## config.mk

```make
export PLATFORM = sky130hd
export DESIGN_NAME = imem_loader
export DESIGN_NICKNAME = d
export VERILOG_FILES = /design/src/rtl/imem_loader.sv
export SDC_FILE = /design/constraint.sdc
export NUM_CORES = 1
export LEC_CHECK = 0
export BUFFER_PORTS_ARGS = -buffer_cell sky130_fd_sc_hd__buf_2
export CAP_MARGIN = 15
export CORE_ASPECT_RATIO = 0.5
export CORE_UTILIZATION = 30
export DETAILED_ROUTE_END_ITERATION = 8
export PLACE_DENSITY = 0.54
export SLEW_MARGIN = 25
export SYNTH_ARGS = -nofsm -noshare
export SYNTH_HDL_FRONTEND = slang
export SYNTH_SLANG_ARGS = --single-unit
```

## constraint.sdc

```tcl
create_clock -name clk -period 4.05 [get_ports clk]
set_input_delay 0.81 -clock clk [delete_from_list [all_inputs] [get_ports clk]]
set_output_delay 0.81 -clock clk [all_outputs]
set_load 0.01 [all_outputs]
```

## src/rtl/imem_loader.sv

```systemverilog
// Instruction encoder and loader: packs one symbolic MIPS instruction per handshake
// into a 32-bit word and writes it to sequential instruction-memory addresses.
module imem_loader #(
   parameter int ADDR_W = 6
) (
   input  logic              clk,
   input  logic              reset,
   input  logic              in_valid,
   output logic              in_ready,
   input  logic [2:0]        in_op,
   input  logic [4:0]        in_rs,
   input  logic [4:0]        in_rt,
   input  logic [4:0]        in_rd,
   input  logic [4:0]        in_shamt,
   input  logic [5:0]        in_funct,
   input  logic [15:0]       in_imm,
   input  logic [25:0]       in_target,
   input  logic              in_last,
   input  logic              restart,
   output logic              mem_we,
   output logic [ADDR_W-1:0] mem_addr,
   output logic [31:0]       mem_wdata,
   output logic [ADDR_W:0]   count,
   output logic [31:0]       csum,
   output logic              done
);

   localparam logic [1:0] S_IDLE  = 2'd0;
   localparam logic [1:0] S_WRITE = 2'd1;
   localparam logic [1:0] S_DONE  = 2'd2;

   localparam logic [2:0] OP_R    = 3'd0;
   localparam logic [2:0] OP_BEQ  = 3'd1;
   localparam logic [2:0] OP_LW   = 3'd2;
   localparam logic [2:0] OP_ADDI = 3'd3;
   localparam logic [2:0] OP_SLTI = 3'd4;
   localparam logic [2:0] OP_ANDI = 3'd5;
   localparam logic [2:0] OP_ORI  = 3'd6;
   localparam logic [2:0] OP_J    = 3'd7;

   localparam logic [ADDR_W-1:0] PTR_LAST = '1;

   logic [1:0]        state_q,     state_d;
   logic [ADDR_W-1:0] ptr_q,       ptr_d;
   logic [ADDR_W:0]   count_q,     count_d;
   logic [31:0]       csum_q,      csum_d;
   logic              mem_we_q,    mem_we_d;
   logic [ADDR_W-1:0] mem_addr_q,  mem_addr_d;
   logic [31:0]       mem_wdata_q, mem_wdata_d;
   logic              last_q,      last_d;
   logic [31:0]       enc_word;

   // NOTE: every signal assigned in an always_comb gets a default first, so no path leaves it unassigned and no latch is inferred.
   always_comb begin
      enc_word = 32'h0;
      case (in_op)
         OP_R:    enc_word = {6'b000000, in_rs, in_rt, in_rd, in_shamt, in_funct};
         OP_BEQ:  enc_word = {6'b000100, in_rs, in_rt, in_imm};
         OP_LW:   enc_word = {6'b100011, in_rs, in_rt, in_imm};
         OP_ADDI: enc_word = {6'b001000, in_rs, in_rt, in_imm};
         OP_SLTI: enc_word = {6'b001010, in_rs, in_rt, in_imm};
         OP_ANDI: enc_word = {6'b001100, in_rs, in_rt, in_imm};
         OP_ORI:  enc_word = {6'b001101, in_rs, in_rt, in_imm};
         OP_J:    enc_word = {6'b000010, in_target};
         default: enc_word = 32'h0;
      endcase
   end

   always_comb begin
      state_d     = state_q;
      ptr_d       = ptr_q;
      count_d     = count_q;
      csum_d      = csum_q;
      mem_we_d    = 1'b0;
      mem_addr_d  = mem_addr_q;
      mem_wdata_d = mem_wdata_q;
      last_d      = last_q;
      case (state_q)
         S_IDLE: begin
            if (in_valid) begin
               mem_we_d    = 1'b1;
               mem_addr_d  = ptr_q;
               mem_wdata_d = enc_word;
               last_d      = in_last;
               state_d     = S_WRITE;
            end
         end
         S_WRITE: begin
            count_d = count_q + 1'b1;
            csum_d  = csum_q ^ mem_wdata_q;
            // Pointer saturates at the last word; only restart or reset brings it back to 0.
            if (ptr_q != PTR_LAST) ptr_d = ptr_q + 1'b1;
            if (last_q || (ptr_q == PTR_LAST)) state_d = S_DONE;
            else                               state_d = S_IDLE;
         end
         S_DONE: begin
            if (restart) begin
               ptr_d   = '0;
               count_d = '0;
               csum_d  = '0;
               state_d = S_IDLE;
            end
         end
         default: state_d = S_IDLE;
      endcase
   end

   // NOTE: sequential state uses non-blocking assignments so every register samples pre-edge values.
   always_ff @(posedge clk) begin
      if (reset) begin
         state_q     <= S_IDLE;
         ptr_q       <= '0;
         count_q     <= '0;
         csum_q      <= '0;
         mem_we_q    <= 1'b0;
         mem_addr_q  <= '0;
         mem_wdata_q <= '0;
         last_q      <= 1'b0;
      end else begin
         state_q     <= state_d;
         ptr_q       <= ptr_d;
         count_q     <= count_d;
         csum_q      <= csum_d;
         mem_we_q    <= mem_we_d;
         mem_addr_q  <= mem_addr_d;
         mem_wdata_q <= mem_wdata_d;
         last_q      <= last_d;
      end
   end

   assign in_ready  = (state_q == S_IDLE);
   assign done      = (state_q == S_DONE);
   assign mem_we    = mem_we_q;
   assign mem_addr  = mem_addr_q;
   assign mem_wdata = mem_wdata_q;
   assign count     = count_q;
   assign csum      = csum_q;

endmodule

```

==> impl_metrics.yaml <==
synthesis:
  synth_cells: 448
  synthFlopType: "dfxtp_1"
  synth.avg_cell_area_um2: 8.57
  yosysSeqAreaShare_pct: 44.3
  synth_top_area_share_pct: 44.3
  synthTopCellsByArea: "dfxtp_1, xor2_1, o21ai_0"
  synthSimpleGateAreaFrac_pct: 15.3
  ys_types: 43
  synthMuxAreaShare_pct: 0.261
  synthArstFlopShare_pct: 0
  yosysWarnings: 0
  synthXorXnorAreaFrac_pct: 7.99
  synth_top_area_cell: "dfxtp_1"
  ys_ff_latch: 85
  synth_fa_ha_area_share_pct: 0.652
  netlist_area_mm2: 0.00384
  synth_edf_count: 0
  synth_top_family_by_area: "compound AO/OA/AOI/OAI gates"
  synth_compound_area_share_pct: 25.6
pwr:
  p_leak_nw: 2.22
  vdd_drop_max_mv: 0.151
  p_sw_share_pct: 26.5
  clkPwrFrac_pct: 40.1
  seqPwrFrac_pct: 46.3
  p_int_mw: 1.44
  p_switching_uw: 520
  p_comb_share_pct: 13.6
  power_density_mw_per_mm2: 397
global_routing:
  antenna_found_initial: 0
  grt_pass1_wl_mm: 18.4
  track_usage_pct: 17.9
  grt_pass1_vias: 3529
  gr-total-overflow: 0
  grt_max_degree: 50
clocking:
  post-cts-setup-buffers: 0
  cts_resized: 0
  clock_latency_ps: 330
  cts_made_buffers: 9
  postCtsHoldBufs: 0
  clockRootBuffer: "clkbuf_16"
  cts.htree.levels: 3
  cts_tree: "done"
  path_clk_slew_ps: 60
  cts_sinks: 85
  cts.path.max_buffers: 2
worst_setup_path:
  cp_slowest_stage_delay_ps: 910
  cp_max_fo: 26
  crit_family: "simple AND/OR/NAND/NOR gates"
  crit_type: "input pin to register"
  worst_r2r_path_depth: 5
  worstReg2RegStart: "state_q[0]"
  regToRegSetupSlack_ps: 1870
  cpMaxStageDelayCell: "and3_1"
  arrival_ps: 2660
  cp.required_ps: 4320
  cp_num_buf_inv: 1
  r2r-end: "ptr_q[0]"
  startpoint_type: "input pin"
  worst_setup_path_end_kind: "register"
  path_cells: "buf_2, and3_1, a222oi_1, a2bb2oi_1, nor2_1"
floorplanning:
  core.rowCount: 28
  die_h_um: 82.0
  fp.dieW_um: 162
  start_util_pct: 31.7
  core_area_mm2: 0.0121
  die_area_mm2: 0.0133
  ios: 156
timing:
  tightestPinTransition_ps: 1010
  period_share_pct: 59.0
  finalSetupTns_ps: 0
  rsz0062_at_grt: "no"
  max_freq_ghz: 0.419
  slew-limit-headroom_pct: 32.9
  setup_violations: 0
  slew_violations: 0
  clock-skew-final_ps: 6.57
  final-hold-violation-count: 0
  whs_ps: 454
  period_needed_ps: 2390
worst_hold_path:
  hold_path.class: "register to register"
  min_from: "mem_addr[0]"
  min_path_cells: 2
  min_to: "mem_addr[0]"
route:
  first_iter_violations: 254
  viasPerCell: 4.99
  ant_nets: 0
  first_pass_iters: 5
  vias: 3738
  drc: 0
  wl_per_cell_um: 15.5
  routed_wl_mm: 11.6
placed_design:
  globalplace.congestion: 0.785
  hpwl_mm: 7.96
  io_buffers: 153
finish:
  nets: 657
  multiInputGateArea_mm2: 0.00192
  num-fill-cells: 1314
  area_delta_synth_final_pct: 28.5
  regArea_mm2: 0.00170
  drive_gt1_share_pct: 30.5
  n_antenna_cell: 0
run:
  drv_cap: 0
outcome:
  status: "completed"
-- layout make-up --
class	count	share of cell area (%)
Tap cell	165	4.18
Timing Repair Buffer	159	16.4
Clock buffer	12	5.20
Clock inverter	4	0.457
Inverter	3	0.228
Multi-Input combinational cell	321	39.0
Sequential cell	85	34.5
-- worst min-delay path: stages (launching register included) --
cell and delay (ps):
dfxtp_1 310, nand2_1 50, a21oi_1 50
-- per-layer routing --
| metal | wire, um | track usage, % | share of wire (%) |
|---|---|---|---|
| met5 | 0 | 0 | 0 |
| met4 | 129 | 5.28 | 1.1 |
| met3 | 633 | 4.80 | 5.4 |
| met2 | 5420 | 28.7 | 47 |
| met1 | 5440 | 23.7 | 47 |
-- stage by stage --
step	cells	total power [mW]	worst slack, ps	area [um^2]	util, %
after floorplan	449	1.09	2010	3840	-
after global routing	749	2.06	1500	4930	40.7
after CTS	749	1.98	1680	4930	40.7
after detailed placement	733	1.20	1320	4650	38.4
final	749	1.96	1660	4930	40.7
after global placement	733	1.19	1370	4650	38.4
-- cell usage in the layout, fill, tap and decap left out, types with 3 or more instances in the layout --
cell type,netlist,final
o21ai_0,53,53
a311oi_1,13,13
nor2_1,70,70
a211oi_1,3,3
buf_2,9,153
and3_1,3,3
or3_1,6,6
nand4_1,3,3
a222oi_1,16,16
nand2_1,43,43
buf_4,3,6
clkinv_2,0,3
a21oi_1,18,18
dfxtp_1,85,85
a2bb2oi_1,17,17
clkbuf_16,0,9
o21bai_1,16,16
xor2_1,33,33
-- how the worst max path moves through the flow --
stage / slack (ps) / to / from / cells past startpoint
3_5_place_dp: 1320 / mem_wdata[6] / in_op[2] / 5
2_1_floorplan: 2010 / mem_wdata[10] / in_op[0] / 7
4_1_cts: 1680 / mem_wdata[11] / in_op[2] / 5
3_3_place_gp: 1370 / mem_wdata[0] / in_op[2] / 5
5_1_grt: 1500 / mem_wdata[10] / in_op[2] / 5
6_report: 1660 / mem_wdata[5] / in_op[2] / 5
-- power groups by stage --
stage | Sequential, mW | Clock [mW] | Combinational (mW)
2_1_floorplan | 0.936 | 0 | 0.150
3_3_place_gp | 0.926 | 0 | 0.268
3_5_place_dp | 0.925 | 0 | 0.270
4_1_cts | 0.907 | 0.803 | 0.271
5_1_grt | 0.912 | 0.844 | 0.301
6_report | 0.907 | 0.786 | 0.267
-- cells by family (layout without fill, tap and decap cells) --
| kind of cell | Yosys count | count (layout) |
|---|---|---|
| AOI/OAI and AO/OA | 143 | 143 |
| xor gates and xnor gates | 35 | 35 |
| adders and majority gates | 2 | 2 |
| buffers and inverters | 43 | 178 |
| DFF | 85 | 85 |
| muxes | 1 | 1 |
| other | 1 | 2 |
| and+or+nand+nor | 138 | 138 |
-- synthesized netlist by cell type (6+ instances only) --
master     count
o21ai_0       53
o21bai_1      16
buf_2          9
clkbuf_1      22
a21oi_1       18
nor2_1        70
dfxtp_1       85
xor2_1        33
nand2_1       43
a222oi_1      16
or3_1          6
a311oi_1      13
a2bb2oi_1     17
-- flip-flops by register name, summed over array words and instances (netlist names) --
register and cells:
csum 31, mem_wdata 31, count 7, mem_addr 6, ptr_q 6, state_q 2, last_q 1, mem_we 1
Note: power is estimated with default switching activity, not from simulation.
